**config.mk**
```make
export PLATFORM = sky130hd
export DESIGN_NAME = bus_cycle_master
export DESIGN_NICKNAME = d
export VERILOG_FILES = /design/src/rtl/bus_pkg.sv /design/src/rtl/bus_cycle_master_lane_mux.sv /design/src/rtl/bus_cycle_master.sv
export SDC_FILE = /design/constraint.sdc
export NUM_CORES = 1
export LEC_CHECK = 0
export ABC_AREA = 1
export BUFFER_PORTS_ARGS = -buffer_cell sky130_fd_sc_hd__buf_2
export CORE_UTILIZATION = 50
export DETAILED_ROUTE_END_ITERATION = 10
export PLACE_DENSITY = 0.71
export SLEW_MARGIN = 25
export SYNTH_ARGS = -nofsm -noshare
export SYNTH_HDL_FRONTEND = slang
export SYNTH_HIERARCHICAL = 1
export SYNTH_SLANG_ARGS = --single-unit
```
**constraint.sdc**
```tcl
create_clock -name sysClk -period 5.5 [get_ports sysClk]
set_input_delay 1.1 -clock sysClk [delete_from_list [all_inputs] [get_ports sysClk]]
set_output_delay 1.1 -clock sysClk [all_outputs]
set_load 0.01 [all_outputs]
```
**src/rtl/bus_pkg.sv**
```systemverilog
// Shared types and helpers for the AS/DS/DSACK bus initiator.
// Covers FSM states, SIZ and status codes, port-width decode and write lane steering.
package bus_pkg;

  typedef enum logic [2:0] {
    ST_IDLE = 3'd0,
    ST_ADDR = 3'd1,
    ST_STRB = 3'd2,
    ST_WAIT = 3'd3,
    ST_TERM = 3'd4,
    ST_RESP = 3'd5
  } busState_t;

  localparam logic [1:0] SIZ_LONG     = 2'b00;
  localparam logic [1:0] SIZ_BYTE     = 2'b01;
  localparam logic [1:0] SIZ_WORD     = 2'b10;
  localparam logic [1:0] SIZ_3BYTE    = 2'b11;

  localparam logic [1:0] STAT_OK      = 2'b00;
  localparam logic [1:0] STAT_BERR    = 2'b01;
  localparam logic [1:0] STAT_TIMEOUT = 2'b10;

  localparam logic [1:0] DSACK_NONE   = 2'b11;

  function automatic logic [2:0] sizBytes(input logic [1:0] siz);
    logic [2:0] n;
    case (siz)
      SIZ_BYTE:  n = 3'd1;
      SIZ_WORD:  n = 3'd2;
      SIZ_3BYTE: n = 3'd3;
      default:   n = 3'd4;
    endcase
    return n;
  endfunction

  // Zero means the slave has not terminated the cycle.
  function automatic logic [2:0] portBytes(input logic [1:0] dsackN);
    logic [2:0] n;
    case (dsackN)
      2'b00:   n = 3'd4;
      2'b01:   n = 3'd2;
      2'b10:   n = 3'd1;
      default: n = 3'd0;
    endcase
    return n;
  endfunction

  // Which remaining operand byte lands on a given lane; low lanes replicate for narrow ports.
  function automatic logic [1:0] writeLaneSrc(input logic [1:0] addrLow, input logic [1:0] lane);
    logic [1:0] src;
    if (lane >= addrLow) begin
      src = lane - addrLow;
    end else if (addrLow == 2'd2 && lane == 2'd1) begin
      src = 2'd1;
    end else begin
      src = 2'd0;
    end
    return src;
  endfunction

endpackage

```
**src/rtl/bus_cycle_master_lane_mux.sv**
```systemverilog
// Combinational lane steering for one bus sub-cycle: byte count, write lanes, read capture.
module bus_lane_mux
  import bus_pkg::*;
(
  input  logic [1:0]  addrLow,
  input  logic [2:0]  portSize,
  input  logic [2:0]  remBytes,
  input  logic [2:0]  movedBytes,
  input  logic [31:0] wrOperand,
  input  logic [31:0] rdLanes,
  input  logic [31:0] accIn,
  output logic [31:0] wrLanes,
  output logic [2:0]  xferBytes,
  output logic [31:0] accOut
);

  logic [1:0]      laneStart;
  logic [2:0]      room;
  logic [1:0]      srcIdx;
  logic [1:0]      dstIdx;
  logic [3:0][7:0] wrV;
  logic [3:0][7:0] rdV;
  logic [3:0][7:0] accV;
  logic [3:0][7:0] laneV;

  // Byte index 0 is the most significant byte, which maps to packed element 3.
  always_comb begin
    laneStart = addrLow & 2'(portSize - 3'd1);
    room      = portSize - {1'b0, laneStart};
    xferBytes = (remBytes < room) ? remBytes : room;
    wrV       = wrOperand;
    rdV       = rdLanes;
    accV      = accIn;
    laneV     = 32'd0;
    srcIdx    = 2'd0;
    dstIdx    = 2'd0;
    for (int i = 0; i < 4; i++) begin
      laneV[2'd3 - 2'(i)] = wrV[2'd3 - writeLaneSrc(addrLow, 2'(i))];
      srcIdx = laneStart + 2'(i);
      dstIdx = 2'(movedBytes + 3'(i));
      accV[2'd3 - dstIdx] = (3'(i) < xferBytes) ? rdV[2'd3 - srcIdx] : accV[2'd3 - dstIdx];
    end
    wrLanes = laneV;
    accOut  = accV;
  end

endmodule

```
**src/rtl/bus_cycle_master.sv**
```systemverilog
// Master end of the AS/DS/DSACK asynchronous bus: turns one-shot requests into
// dynamically sized bus cycles with bus-error and timeout termination.
module bus_cycle_master
  import bus_pkg::*;
#(
  parameter int unsigned TIMEOUT = 255,
  parameter int unsigned ADDR_W  = 32
) (
  input  logic              sysClk,
  input  logic              sysRESET,
  input  logic              reqValid,
  output logic              reqReady,
  input  logic [ADDR_W-1:0] reqAddr,
  input  logic [31:0]       reqData,
  input  logic [1:0]        reqSize,
  input  logic              reqRWn,
  output logic              rspValid,
  output logic [31:0]       rspData,
  output logic [1:0]        rspStatus,
  output logic [ADDR_W-1:0] busAddr,
  output logic [1:0]        busSIZ,
  output logic              busRWn,
  output logic              busASn,
  output logic              busDSn,
  output logic [31:0]       busDataOut,
  output logic              busDataOE,
  input  logic [31:0]       busDataIn,
  input  logic [1:0]        busDSACKn,
  input  logic              busBERRn
);

  busState_t   state;
  busState_t   nextState;
  logic        rwnLat;
  logic [2:0]  opBytes;
  logic [2:0]  remBytes;
  logic [2:0]  movedBytes;
  logic [2:0]  xferLat;
  logic [2:0]  xferBytes;
  logic [2:0]  portSize;
  logic [31:0] wrOperand;
  logic [31:0] acc;
  logic [31:0] accNext;
  logic [31:0] wrLanes;
  logic [7:0]  timer;
  logic [1:0]  statusLat;
  logic        termSeen;
  logic        nextASn;
  logic        nextDSn;
  logic        nextOE;
  logic        nextReady;
  logic        nextRspValid;

  assign portSize = portBytes(busDSACKn);
  assign termSeen = !busBERRn || (busDSACKn != DSACK_NONE);

  bus_lane_mux uLaneMux (
    .addrLow    (busAddr[1:0]),
    .portSize   (portSize),
    .remBytes   (remBytes),
    .movedBytes (movedBytes),
    .wrOperand  (wrOperand),
    .rdLanes    (busDataIn),
    .accIn      (acc),
    .wrLanes    (wrLanes),
    .xferBytes  (xferBytes),
    .accOut     (accNext)
  );

  // State register.
  always_ff @(posedge sysClk) begin
    if (sysRESET) begin
      state <= ST_IDLE;
    end else begin
      state <= nextState;
    end
  end

  // Next-state logic.
  always_comb begin
    nextState = state;
    case (state)
      ST_IDLE: begin
        if (reqValid) nextState = ST_ADDR;
        else          nextState = ST_IDLE;
      end
      ST_ADDR: nextState = ST_STRB;
      ST_STRB: nextState = ST_WAIT;
      ST_WAIT: begin
        if (termSeen || timer == 8'd1) nextState = ST_TERM;
        else                           nextState = ST_WAIT;
      end
      ST_TERM: begin
        if (statusLat == STAT_OK && remBytes != xferLat) nextState = ST_ADDR;
        else                                             nextState = ST_RESP;
      end
      ST_RESP: nextState = ST_IDLE;
      default: nextState = ST_IDLE;
    endcase
  end

  // Strobe and handshake values for the state being entered, so they leave from flops.
  always_comb begin
    nextASn      = 1'b1;
    nextDSn      = 1'b1;
    nextOE       = 1'b0;
    nextReady    = 1'b0;
    nextRspValid = 1'b0;
    case (nextState)
      ST_IDLE: nextReady = 1'b1;
      ST_ADDR: nextOE = 1'b0;
      ST_STRB: begin
        nextASn = 1'b0;
        nextDSn = !rwnLat;
        nextOE  = !rwnLat;
      end
      ST_WAIT: begin
        nextASn = 1'b0;
        nextDSn = 1'b0;
        nextOE  = !rwnLat;
      end
      ST_TERM: nextOE = !rwnLat;
      ST_RESP: nextRspValid = 1'b1;
      default: nextReady = 1'b1;
    endcase
  end

  // Registered strobes and handshakes.
  always_ff @(posedge sysClk) begin
    if (sysRESET) begin
      busASn    <= 1'b1;
      busDSn    <= 1'b1;
      busDataOE <= 1'b0;
      reqReady  <= 1'b1;
      rspValid  <= 1'b0;
    end else begin
      busASn    <= nextASn;
      busDSn    <= nextDSn;
      busDataOE <= nextOE;
      reqReady  <= nextReady;
      rspValid  <= nextRspValid;
    end
  end

  // Request capture, sub-cycle advance, timeout counter and response registers.
  always_ff @(posedge sysClk) begin
    if (sysRESET) begin
      busAddr    <= '0;
      busSIZ     <= SIZ_LONG;
      busRWn     <= 1'b1;
      busDataOut <= 32'd0;
      rwnLat     <= 1'b1;
      opBytes    <= 3'd4;
      remBytes   <= 3'd4;
      movedBytes <= 3'd0;
      xferLat    <= 3'd0;
      wrOperand  <= 32'd0;
      acc        <= 32'd0;
      timer      <= 8'd0;
      statusLat  <= STAT_OK;
      rspData    <= 32'd0;
      rspStatus  <= STAT_OK;
    end else begin
      case (state)
        ST_IDLE: begin
          if (reqValid) begin
            busAddr    <= reqAddr;
            busSIZ     <= reqSize;
            busRWn     <= reqRWn;
            rwnLat     <= reqRWn;
            opBytes    <= sizBytes(reqSize);
            remBytes   <= sizBytes(reqSize);
            movedBytes <= 3'd0;
            acc        <= 32'd0;
            statusLat  <= STAT_OK;
            // Left-justify the operand so remaining byte 0 is always the top byte.
            wrOperand  <= reqRWn ? 32'd0 : (reqData << {3'd4 - sizBytes(reqSize), 3'b000});
          end
        end
        ST_ADDR: busDataOut <= wrLanes;
        ST_STRB: timer <= 8'(TIMEOUT);
        ST_WAIT: begin
          timer <= timer - 8'd1;
          if (nextState == ST_TERM) begin
            xferLat <= xferBytes;
            if (!busBERRn) begin
              statusLat <= STAT_BERR;
            end else if (busDSACKn != DSACK_NONE) begin
              statusLat <= STAT_OK;
              acc       <= accNext;
            end else begin
              statusLat <= STAT_TIMEOUT;
            end
          end
        end
        ST_TERM: begin
          if (nextState == ST_ADDR) begin
            busAddr    <= busAddr + ADDR_W'(xferLat);
            remBytes   <= remBytes - xferLat;
            busSIZ     <= 2'(remBytes - xferLat);
            movedBytes <= movedBytes + xferLat;
            wrOperand  <= wrOperand << {xferLat, 3'b000};
          end else begin
            rspStatus <= statusLat;
            rspData   <= (rwnLat && statusLat == STAT_OK) ?
                         (acc >> {3'd4 - opBytes, 3'b000}) : 32'd0;
          end
        end
        ST_RESP: busRWn <= 1'b1;
        default: busRWn <= 1'b1;
      endcase
    end
  end

endmodule

```
==> impl_metrics.json, run 1 <==
{
  "row_count": 65,
  "numCtsBuffers": 17,
  "worst_pin_slew_ps": 1090,
  "sequentialPowerShare_pct": 25.4,
  "relSlewSlack_pct": 27.2,
  "hold_viol": 0,
  "skew_ps": 13.7,
  "post_drt_wl_per_cell_um": 16.9,
  "pin_count": 211,
  "port_buffers": 210,
  "grt_max_degree": 77,
  "required_ps": 5820,
  "hold_buffers": 0,
  "clock_power_share_pct": 17.4,
  "cp_data_arrival_time_ps": 5250,
  "dr.pass1.iters": 9,
  "p_int_w": 0.00349,
  "finalSetupViolCount": 0,
  "comb_power_share_pct": 57.2,
  "clkTransAtPathRegs_ps": 80,
  "clock_sinks": 195,
  "vdd_drop_max_v": 0.000239,
  "p_leak_nw": 8.54,
  "cts_tree": "done",
  "clock-root-buffer": "clkbuf_16",
  "crit_fanout": 10,
  "maxCapViolCount": 0,
  "syn_area_um2": 16300,
  "vias": 18900,
  "grt_pass1_wl_um": 88200,
  "drtAntennaViolNets": 0,
  "die_w_um": 182,
  "grt_pass1_vias": 17000,
  "p_switching_w": 0.00354,
  "synth_warnings": 6,
  "hpwlAfterDp_um": 39400,
  "holdWs_ps": 442,
  "die_h_um": 182,
  "status": "finished, final reports clean",
  "fin_nets": 2984,
  "hold_class": "reg -> reg",
  "drt_first_iter_violations": 2167,
  "crit_top_cell": "nand3_1",
  "clockBufferDepth": 2,
  "die_area_um2": 33200,
  "pwr_density_cell_nw_per_um2": 395,
  "cts-resized-gates": 0,
  "vias_per_cell": 5.74,
  "tns_ps": 0,
  "drc": 0,
  "cp_slowest_cell": "ha_1",
  "grt_setup_unrepaired": "false",
  "syn_avg_cell_area_um2": 5.89,
  "worstSetupStartpointType": "primary input",
  "clk_latency_ps": 460,
  "area_growth_pct": 9.45,
  "synth_cells": 2760,
  "grt_overflow_total": 0,
  "initial_core_util_pct": 51.1,
  "fmax_mhz": 203,
  "grt_usage_pct": 32.8,
  "wirelength_um": 55600,
  "htree_num_levels": 4,
  "cts_setup_buffers": 0,
  "slew_violations": 0,
  "gp_congestion": 0.942,
  "final.period_utilization_pct": 89.7,
  "swShare_pct": 50.4,
  "cpPeakStageDelay_ps": 290,
  "period_minus_slack_ps": 4930,
  "endpoint_kind": "flip-flop",
  "worstSetupPathType": "in -> reg",
  "drive_gt1_share_pct": 14.7,
  "antenna_found_initial": 0,
  "syn_nets": 2891,
  "n_antenna_cell": 0,
  "core_area_um2": 31800
}
per-layer routing:
| metal | GRT usage (%) | wire (µm) | vias up |
|---|---|---|---|
| met2 | 50.8 | 24000 | 1034 |
| met4 | 10.5 | 1270 | 0 |
| met5 | 0 | 0 | - |
| met1 | 46.4 | 24700 | 8587 |
| met3 | 5.27 | 5660 | 128 |
| li1 | - | - | 9189 |
critical path: cells and delay by family:
| family | cells | cell delay, ps |
|---|---|---|
| simple gates | 25 | 2500 |
| buf+inv | 5 | 470 |
| compound gates | 4 | 470 |
| fa+ha+maj | 2 | 450 |
| xor+xnor | 1 | 220 |
through the flow:
step                setup WS [ps]  power [W]  util, %  cell area, µm²  instances
floorplan                     544    0.00473        -           16300       2760
global placement              355    0.00563     54.2           17200       3269
detailed placement            210    0.00570     54.2           17200       3269
CTS                           683    0.00693     56.0           17800       3301
global route                 62.1    0.00751     56.0           17800       3301
finish                        569    0.00704     56.0           17800       3301
path summary, 6_finish.rpt:
path              cells past startpoint      startpoint  slack (ps)              to
setup reg to reg                     33      busAddr[1]        1150         acc[15]
setup / recovery                     37    busDSACKn[1]         570         acc[15]
hold / removal                        2  busDataOut[11]         440  busDataOut[11]
hold reg to reg                       2  busDataOut[11]         440  busDataOut[11]
registers in the layout, summed over array words and instances, names as in the netlist, 3 cells and up:
signal,count
state,3
remBytes,3
busDataOut,32
opBytes,3
timer,8
rspData,32
xferLat,3
wrOperand,32
acc,32
busAddr,32
cell type report:
class,instances,area [µm²]
Clock buffer,20,447
Tap cell,435,544
Inverter,239,898
Fill cell,3241,14000
Sequential cell,195,3910
Multi-Input combinational cell,2153,10500
Timing Repair Buffer,247,1390
Clock inverter,12,113
cell usage in the layout (no fill, tap or decap), drive strengths merged, types with 20 or more instances in the layout:
cell type,count
or2,26
nand3,381
o21ai,244
dfxtp,195
a21o,28
nand2,899
buf,247
ha,23
inv,237
nand4,50
a21oi,154
o211ai,23
nor2,261
clkbuf,20
power groups by stage:
stage	clock network [W]	logic [W]	registers [W]
finish	0.00123	0.00402	0.00178
global route	0.00129	0.00441	0.00181
CTS	0.00124	0.00391	0.00178
detailed placement	0	0.00389	0.00181
global placement	0	0.00383	0.00181
floorplan	0	0.00294	0.00179
Note: power is estimated with default switching activity, not from simulation.
==> run 2, diff against run 1 <==
Settings changed: BUFFER_PORTS_ARGS -buffer_cell sky130_fd_sc_hd__buf_2 to -buffer_cell sky130_fd_sc_hd__clkbuf_2.
==> impl_metrics.json, run 2 (synthesis gave the netlist of run 1 again) <==
{
  "status": "finished, final reports clean",
  "finalSetupViolCount": 0,
  "crit_fanout": 8,
  "clock_sinks": 195,
  "final_common_cell": "nand2_1",
  "rrSetupSlack_ps": 1030,
  "rr_worst_depth": 33,
  "skew_ps": 14.9,
  "numCtsBuffers": 17,
  "hold_buffers": 0,
  "wirelength_um": 56000,
  "vias_per_cell": 5.67,
  "holdPathStages": 2,
  "clock-root-buffer": "clkbuf_16",
  "vdd_drop_max_v": 0.000260,
  "antenna_found_initial": 1,
  "post_drt_wl_per_cell_um": 17.0,
  "pin_count": 211,
  "htree_num_levels": 4,
  "whs_endpoint": "busDataOut[2]",
  "hpwlAfterDp_um": 39200,
  "worstSetupStartpointType": "primary input",
  "clockBufferDepth": 2,
  "gp_congestion": 0.936,
  "drtAntennaViolNets": 0,
  "required_ps": 5880,
  "grt_pass1_vias": 17000,
  "grt_overflow_total": 0,
  "initial_core_util_pct": 51.1,
  "clkTransAtPathRegs_ps": 80,
  "area_growth_pct": 9.82,
  "hold_viol": 0,
  "cts_setup_buffers": 0,
  "fin_nets": 2985,
  "min_from": "busDataOut[2]",
  "cts-resized-gates": 0,
  "tns_ps": 0,
  "port_buffers": 210,
  "final.period_utilization_pct": 90.7,
  "grt_max_degree": 66,
  "cp_slowest_cell": "ha_1",
  "grt_usage_pct": 33.5,
  "vias": 18700,
  "pwr_density_cell_nw_per_um2": 399,
  "cp_data_arrival_time_ps": 5370,
  "placement.cell_area_um2": 17200,
  "setup_ws_ps": 510,
  "worst_pin_slew_ps": 1050,
  "slew_violations": 0,
  "drc": 0,
  "cpPeakStageDelay_ps": 290,
  "drive_gt1_share_pct": 14.8,
  "drt_first_iter_violations": 2058,
  "final_util_pct": 56.1,
  "pre_cts_slack_ps": 189,
  "period_minus_slack_ps": 4990,
  "endpoint_kind": "flip-flop",
  "grt_pass1_wl_um": 89900,
  "p_leak_nw": 8.53,
  "dr.pass1.iters": 8,
  "die_area_um2": 33200,
  "layout_common_cells": "865 x nand2_1, 328 x nand3_1, 254 x nor2_1, 218 x inv_1, 217 x o21ai_0",
  "r2r-start": "busAddr[1]",
  "clk_latency_ps": 450,
  "grt_setup_unrepaired": "false",
  "die_h_um": 182,
  "cts_tree": "done",
  "n_antenna_cell": 0,
  "core_area_um2": 31800,
  "worstSetupPathType": "in -> reg",
  "die_w_um": 182,
  "row_count": 65,
  "relSlewSlack_pct": 29.8,
  "worst_r2r_endpoint": "acc[6]",
  "maxCapViolCount": 0,
  "fmax_mhz": 200,
  "hold_class": "reg -> reg",
  "design_area_um2": 17900
}
[run 2: cell types whose count changed in the layout (fill, tap and decap cells not counted), sizes merged]
cell,previous run,this run
buf,247,38
bufinv,0,2
inv,237,238
clkinvlp,1,2
clkinv,13,12
clkbuf,20,227
[run 2: layout make-up]
type | instances | area [µm²]
Tap cell | 435 | 544
Fill cell | 3186 | 13900
Clock inverter | 15 | 186
Multi-Input combinational cell | 2153 | 10500
Sequential cell | 195 | 3910
Clock buffer | 17 | 425
Timing Repair Buffer | 248 | 1400
Inverter | 239 | 898
[run 2: through the flow]
step	std cells	power (W)	hold WS [ps]
floorplan	2760	0.00473	441
global placement	3270	0.00563	431
detailed placement	3270	0.00568	437
CTS	3302	0.00703	448
global route	3302	0.00762	461
finish	3302	0.00712	445
[run 2: how the worst max path moves through the flow]
stage                    to          from  slack, ps
CTS                  acc[6]  busDSACKn[1]        620
detailed placement   acc[9]  busDSACKn[1]        190
finish               acc[6]  busDSACKn[1]        510
floorplan           acc[15]  busDSACKn[1]        540
global route         acc[6]  busDSACKn[1]        110
global placement    acc[12]  busDSACKn[1]        350
[run 2: critical path, delay by kind of cell]
family	cells	cell delay, ps
AO/OA/AOI/OAI	3	380
AND/OR/NAND/NOR	27	2940
adder cells (fa/ha/maj)	2	460
XOR/XNOR	1	220
buffers and inverters	4	260
[run 2: metal layers]
layer / vias up / part of all wire, % / GRT usage (%) / routed length [µm]
met1: 8450 / 44 / 45.9 / 24600
met3: 114 / 11 / 7.86 / 6020
met4: 2 / 2.1 / 9.55 / 1190
met5: - / 0.014 / 0 / 8
met2: 964 / 43 / 52.2 / 24200
li1: 9193 / - / - / -
[run 2: power by group]
part / internal [W] / switching, W
clock: 0.000694 / 0.000640
combinational: 0.00130 / 0.00269
sequential: 0.00159 / 0.000212
